### src/rtl/alu_buf_pkg.sv
// Shared widths and the result/flag record type for the walu result buffer.
package alu_buf_pkg;

    localparam int DWIDTH_DEF = 32;
    localparam int FWIDTH_DEF = 4;

    typedef struct packed {
        logic [DWIDTH_DEF-1:0] data;
        logic [FWIDTH_DEF-1:0] flags;
    } alu_res_t;

endpackage

### src/rtl/alu_buf_mem.sv
// Storage for the result buffer: one synchronous write port and one asynchronous read port.
module alu_buf_mem
    import alu_buf_pkg::*;
#(
    parameter  int DEPTH = 8,
    parameter  int W     = $bits(alu_res_t),
    localparam int AW    = $clog2(DEPTH)
) (
    input  logic          clk,
    input  logic          we,
    input  logic [AW-1:0] waddr,
    input  logic [W-1:0]  wdata,
    input  logic [AW-1:0] raddr,
    output logic [W-1:0]  rdata
);

    // Contents are never reset; the top masks the read data while empty.
    logic [W-1:0] mem_q [DEPTH];

    always_ff @(posedge clk) begin
        if (we) begin
            mem_q[waddr] <= wdata;
        end
    end

    assign rdata = mem_q[raddr];

endmodule

### src/rtl/alu_result_buffer.sv
// Circular FIFO capturing ALU result/flag pairs, with valid/ready on both sides and sticky error flags.
module alu_result_buffer
    import alu_buf_pkg::*;
#(
    parameter  int DWIDTH = DWIDTH_DEF,
    parameter  int FWIDTH = FWIDTH_DEF,
    parameter  int DEPTH  = 8,
    localparam int CW     = $clog2(DEPTH) + 1
) (
    input  logic              clk,
    input  logic              rst_n,
    input  logic              in_valid,
    output logic              in_ready,
    input  logic [DWIDTH-1:0] in_data,
    input  logic [FWIDTH-1:0] in_flags,
    output logic              out_valid,
    input  logic              out_ready,
    output logic [DWIDTH-1:0] out_data,
    output logic [FWIDTH-1:0] out_flags,
    output logic [CW-1:0]     count,
    output logic              full,
    output logic              empty,
    output logic              ovf,
    output logic              udf,
    input  logic              err_clr
);

    localparam int AW = $clog2(DEPTH);
    localparam int W  = DWIDTH + FWIDTH;

    logic [AW-1:0] wptr_q;
    logic [AW-1:0] rptr_q;
    logic [CW-1:0] count_q;
    logic [CW-1:0] count_next;
    logic          in_ready_q;
    logic          ovf_q;
    logic          udf_q;
    logic          push;
    logic          pop;
    logic [W-1:0]  rd_word;

    // A full buffer refuses the push even when a pop frees a slot in the same cycle.
    assign push = in_valid & in_ready_q;
    assign pop  = out_ready & out_valid;

    always_comb begin
        count_next = count_q;
        if (push && !pop) begin
            count_next = count_q + CW'(1);
        end else if (pop && !push) begin
            count_next = count_q - CW'(1);
        end
    end

    // in_ready is registered from the next count so out_ready never reaches it combinationally.
    always_ff @(posedge clk or negedge rst_n) begin
        if (!rst_n) begin
            wptr_q     <= '0;
            rptr_q     <= '0;
            count_q    <= '0;
            in_ready_q <= 1'b1;
            ovf_q      <= 1'b0;
            udf_q      <= 1'b0;
        end else begin
            if (push) begin
                wptr_q <= wptr_q + AW'(1);
            end
            if (pop) begin
                rptr_q <= rptr_q + AW'(1);
            end
            count_q    <= count_next;
            in_ready_q <= (count_next != CW'(DEPTH));
            if (in_valid && !in_ready_q) begin
                ovf_q <= 1'b1;
            end else if (err_clr) begin
                ovf_q <= 1'b0;
            end
            if (out_ready && !out_valid) begin
                udf_q <= 1'b1;
            end else if (err_clr) begin
                udf_q <= 1'b0;
            end
        end
    end

    alu_buf_mem #(
        .DEPTH (DEPTH),
        .W     (W)
    ) u_mem (
        .clk   (clk),
        .we    (push),
        .waddr (wptr_q),
        .wdata ({in_data, in_flags}),
        .raddr (rptr_q),
        .rdata (rd_word)
    );

    assign count     = count_q;
    assign full      = (count_q == CW'(DEPTH));
    assign empty     = (count_q == '0);
    assign in_ready  = in_ready_q;
    assign out_valid = !empty;
    assign out_data  = empty ? '0 : rd_word[W-1:FWIDTH];
    assign out_flags = empty ? '0 : rd_word[FWIDTH-1:0];
    assign ovf       = ovf_q;
    assign udf       = udf_q;

endmodule

### config.mk
export PLATFORM = sky130hd
export DESIGN_NAME = alu_result_buffer
export DESIGN_NICKNAME = d
export VERILOG_FILES = /design/src/rtl/alu_buf_pkg.sv /design/src/rtl/alu_buf_mem.sv /design/src/rtl/alu_result_buffer.sv
export SDC_FILE = /design/constraint.sdc
export NUM_CORES = 1
export LEC_CHECK = 0
export ABC_AREA = 0
export CELL_PAD_IN_SITES_DETAIL_PLACEMENT = 1
export CELL_PAD_IN_SITES_GLOBAL_PLACEMENT = 1
export CORE_ASPECT_RATIO = 0.7
export CORE_MARGIN = 3
export CORE_UTILIZATION = 40
export CTS_BUF_LIST = sky130_fd_sc_hd__clkbuf_16
export DETAILED_ROUTE_END_ITERATION = 6
export PLACE_DENSITY_LB_ADDON = 0.25
export SLEW_MARGIN = 20
export SYNTH_ARGS = -nofsm -noshare
export SYNTH_HDL_FRONTEND = slang
export SYNTH_SLANG_ARGS = --single-unit
### constraint.sdc
create_clock -name clk -period 5.1 [get_ports clk]
set_input_delay 1.02 -clock clk [delete_from_list [all_inputs] [get_ports clk]]
set_output_delay 1.02 -clock clk [all_outputs]
set_load 0.01 [all_outputs]
==> metrics.sh <==
HOLD_VIOLATIONS=0
TIMING.CRITICAL_PATH.MAX_DELAY_FAMILY='buffers and inverters'
RSZ_0062_RAISED_AFTER_GLOBAL_ROUTING='no'
FIN_CRIT_SH_PCT=84.52
CTS_SETUP_BUFFERS=0
CLK_PIN_SLEW_WORST_PATHS_PS=70
PATH_CLASS='register to output port'
DETAIL_ROUTE.WIRELENGTH_MICRONS=25220
RELSLEWSLACK_PCT=25.76
SYNTH-ADDER-AREA-SHARE_PCT=0.4275
SETUP.WORST_PATH.END_CLASS='output port'
P_PER_AREA_nW_PER_UM2=577.5
ROUTE.DETAILED.DRC=0
HOLD_CLASS='register to register'
SYNTH_FP_NETS=587
FIRST_GLOBAL_VIAS=6161
SYNTHXORXNORAREAFRAC_PCT=0.2993
TRITONCTS_CLOCK_TREE='built'
VIAS=5561
ASYNCSETRESETFLOPFRACSYNTH_PCT=4.319
PORT_BUFFERS=86
POST_DRT_WL_PER_CELL_MICRONS=24.34
VDD.IR_DROP.WORST_mV=0.2129
CTS_INSERTED_BUFFERS=29
WORSTREG2REGSTART='count[1]'
ROOT_BUFFER='sky130_fd_sc_hd__clkbuf_16'
MAX_FREQ_MHz=232.0
POST-ROUTE-MIN-PERIOD_PS=4311
TIMING.CRITICAL_PATH.SLOWEST_CELL_DELAY_PS=590
GRT_REMAINING_OVERFLOW=0
ANTENNA_VIOLATING_NETS_POST_ROUTE=0
GRT_START_MAX_NET_PINS=75
SYNTH_TOP_FAMILY_BY_AREA='multiplexers'
DIE_AREA_SQ_UM=31390
CP.REQUIRED_PS=4080
FIRST_ITER_VIOLATIONS=479
SYNTHFLOPTYPE='sky130_fd_sc_hd__edfxtp_1'
GP_ROUTABILITY_CONGESTION=0.7209
MOST-COMMON-LAYOUT-CELLS='288 x sky130_fd_sc_hd__edfxtp_1, 86 x sky130_fd_sc_hd__clkdlybuf4s50_1, 72 x sky130_fd_sc_hd__mux4_2, 37 x sky130_fd_sc_hd__nor2_1, 36 x sky130_fd_sc_hd__mux2i_1'
DPL_WORST_SLACK_PS=1382
SETUP.WORST_PATH.START_CLASS='register'
FIN_SETUP_TNS_PS=0
TOTALPOWERFINAL_uW=8102
NETLIST-CELL-TYPE-COUNT=44
ROWS=51
FP.DIEH_MICRONS=149.1
MOSTFREQUENTLAYOUTCELL='sky130_fd_sc_hd__edfxtp_1'
SYN_TO_FINAL_GROWTH_PCT=19.85
CTSHTREEMAXLEVEL=1
FLOORPLAN.IO_PINS=87
WORSTSKEWPAIRLATENCY_PS=540
CORE_REGION_AREA_SQ_UM=28330
SYNTH-EDFF-COUNT=288
CRIT_END='out_data[24]'
FINAL.SETUP.WORST_SLACK_PS=789.5
BASIC_GATE_SHARE_OF_THE_SYNTHESIZED_AREA_COUNTING_AND_OR_NAND_AND_NOR_CELLS_PCT=2.929
TOTAL_LEAKAGE_POWER_uW=0.004595
SYNTH_LARGEST_TYPE_AREA_FRACTION_PCT=73.88
GRT_UTIL_ALL_LAYERS_PCT=16.27
SETUP-VIOLATIONS-FINAL=0
SYNTH_LARGEST_AREA_CELL='sky130_fd_sc_hd__edfxtp_1'
FIN_SKEW_PS=22.79
CP.ARRIVAL_PS=3290
NETLIST_AREA_PRE_PLACE_SQ_UM=11710
SYNTH-WARNING-COUNT=0
AREA_FRACTION_IN_COMPOUND_GATES_AFTER_SYNTHESIS_PCT=1.154
TIMING.CRITICAL_PATH.FROM='count[1]'
R2R_SLACK_PS=2370
CP.DEPTH=6
NUM_ANTENNA_CELLS=0
NUMBER_OF_BUFFERS_ON_THE_LONGEST_CLOCK_PATH=3
WORST-PATH-MAX-FANOUT=41
CRITPATHSLOWESTCELL='sky130_fd_sc_hd__clkdlybuf4s50_1'
SEQUENTIAL_AREA_SHARE_AFTER_SYNTHESIS_PCT=76.67
FIRST_PASS_ITERS=4
POST_SYNTH_MAIN_AREA_CONTRIBUTORS='sky130_fd_sc_hd__edfxtp_1 74%, sky130_fd_sc_hd__mux4_2 14%, sky130_fd_sc_hd__mux2i_1 3.1%, sky130_fd_sc_hd__dfrtp_1 2.6%, sky130_fd_sc_hd__nor2_1 1.3%'
TIMING_MAX_TRANSITION_VIOLATIONS_FINAL=0
RUN_STATUS='finished clean'
DIE_X_EXTENT_MICRONS=210.5
TIMING.RR.END='rptr_q[1]'
CTS.SINKS=301
MAX_CAP_VIOLATIONS=0
GRT_FIRST_PASS_WIRELENGTH_MICRONS=38780
WORST-R2R-CELL-COUNT=6
ANTENNA_FOUND_INITIAL=0
FINAL_LAYOUT_SIZE_SUFFIX_GT1_SHARE_PCT=21.20
SYNTH_MUX_AREA_SHARE_PCT=17.03
AVGVIACOUNTPERCELL=5.368
TIMING.CRITICAL_PATH.BUF_INV=3
FLOORPLAN.INITIALDENSITY_PCT=41.32
POST_CTS_RESIZE_COUNT=0
AVGSYNTHCELLAREA_SQ_UM=21.60
CTS_HOLD_REPAIR.BUFFERS=0
NETLIST_INSTANCES=542
PLACE_HPWL_MICRONS=14710
FINAL_NETS=690
SYNTH_SEQ_CELLS=301
TIMING_WORST_SLEW_PIN_VALUE_PS=1114
CP_CELL_INSTANCES='inv_1, ha_1, or3b_1, clkinv_4, nor2_1, clkdlybuf4s50_1'
[logic make-up after synthesis]
family                     after synthesis
DFF                                    301
AOI/OAI and AO/OA                       15
muxes                                  109
xor gates and xnor gates                 4
buffers and inverters                   37
adders and majority gates                4
and+or+nand+nor                         72
[synthesized netlist by cell type, types with 3 or more instances]
cell / instances
sky130_fd_sc_hd__buf_1: 4
sky130_fd_sc_hd__buf_2: 13
sky130_fd_sc_hd__clkbuf_1: 11
sky130_fd_sc_hd__dfrtp_1: 12
sky130_fd_sc_hd__edfxtp_1: 288
sky130_fd_sc_hd__ha_1: 4
sky130_fd_sc_hd__inv_1: 6
sky130_fd_sc_hd__mux2i_1: 36
sky130_fd_sc_hd__mux4_2: 72
sky130_fd_sc_hd__nand2_1: 8
sky130_fd_sc_hd__nand2b_1: 4
sky130_fd_sc_hd__nand4_1: 3
sky130_fd_sc_hd__nor2_1: 40
sky130_fd_sc_hd__nor3_1: 5
sky130_fd_sc_hd__o22ai_1: 3
sky130_fd_sc_hd__xnor2_1: 3
[sequential cells by signal (all words and copies together), names as in the netlist]
name,cells
count,4
in_ready,1
ovf,1
rptr_q,3
u_mem.mem_q,288
udf,1
wptr_q,3
[worst reg2reg max path, cell delays in order (launching register included)]
cell	delay, ps
sky130_fd_sc_hd__dfrtp_1	540
sky130_fd_sc_hd__inv_1	90
sky130_fd_sc_hd__ha_1	230
sky130_fd_sc_hd__or3b_1	450
sky130_fd_sc_hd__clkinv_4	470
sky130_fd_sc_hd__nor2_1	430
sky130_fd_sc_hd__mux2_2	380
[report_power, final]
part,switching [uW],internal [uW]
combinational,1240,1440
clock,867,1120
sequential,327,3100
total,2440,5660
[area by class of cell]
class                   instances  area (sq um)
multi-input cells             204          2614
inverters                       7         31.28
fillers                      2569         14300
flip-flops and latches        301          8984
clock buffers                  29         725.7
well taps                     371         464.2
clock inverters                22         145.1
repair buffers                102          1066
[metal layers]
| metal | global-route usage [%] | vias up | wire length, microns |
|---|---|---|---|
| met1 | 24.35 | 3011 | 12130 |
| met4 | 2.041 | 0 | 229 |
| met5 | 0 | - | 0 |
| li1 | - | 2443 | - |
| met3 | 2.901 | 22 | 887 |
| met2 | 26.09 | 85 | 11970 |
[through the flow]
step	utilization, %	hold WS [ps]	area [sq um]	cells
2_1_floorplan	-	532.7	11710	542
3_3_place_gp	46.08	509.8	13060	981
3_5_place_dp	46.35	522.9	13130	984
4_1_cts	49.42	533.1	14000	1035
5_1_grt	49.52	567.4	14030	1036
6_report	49.52	528.1	14030	1036
[worst min-delay path by stage]
stage / cells past startpoint / slack, ps / startpoint / to
finish: 2 / 530 / ovf / ovf
global route: 2 / 570 / ovf / ovf
CTS: 2 / 530 / ovf / ovf
detailed placement: 2 / 520 / ovf / ovf
global placement: 2 / 510 / ovf / ovf
floorplan: 1 / 530 / wptr_q[2] / wptr_q[2]
No activity file was read; power rests on OpenSTA's default activity.
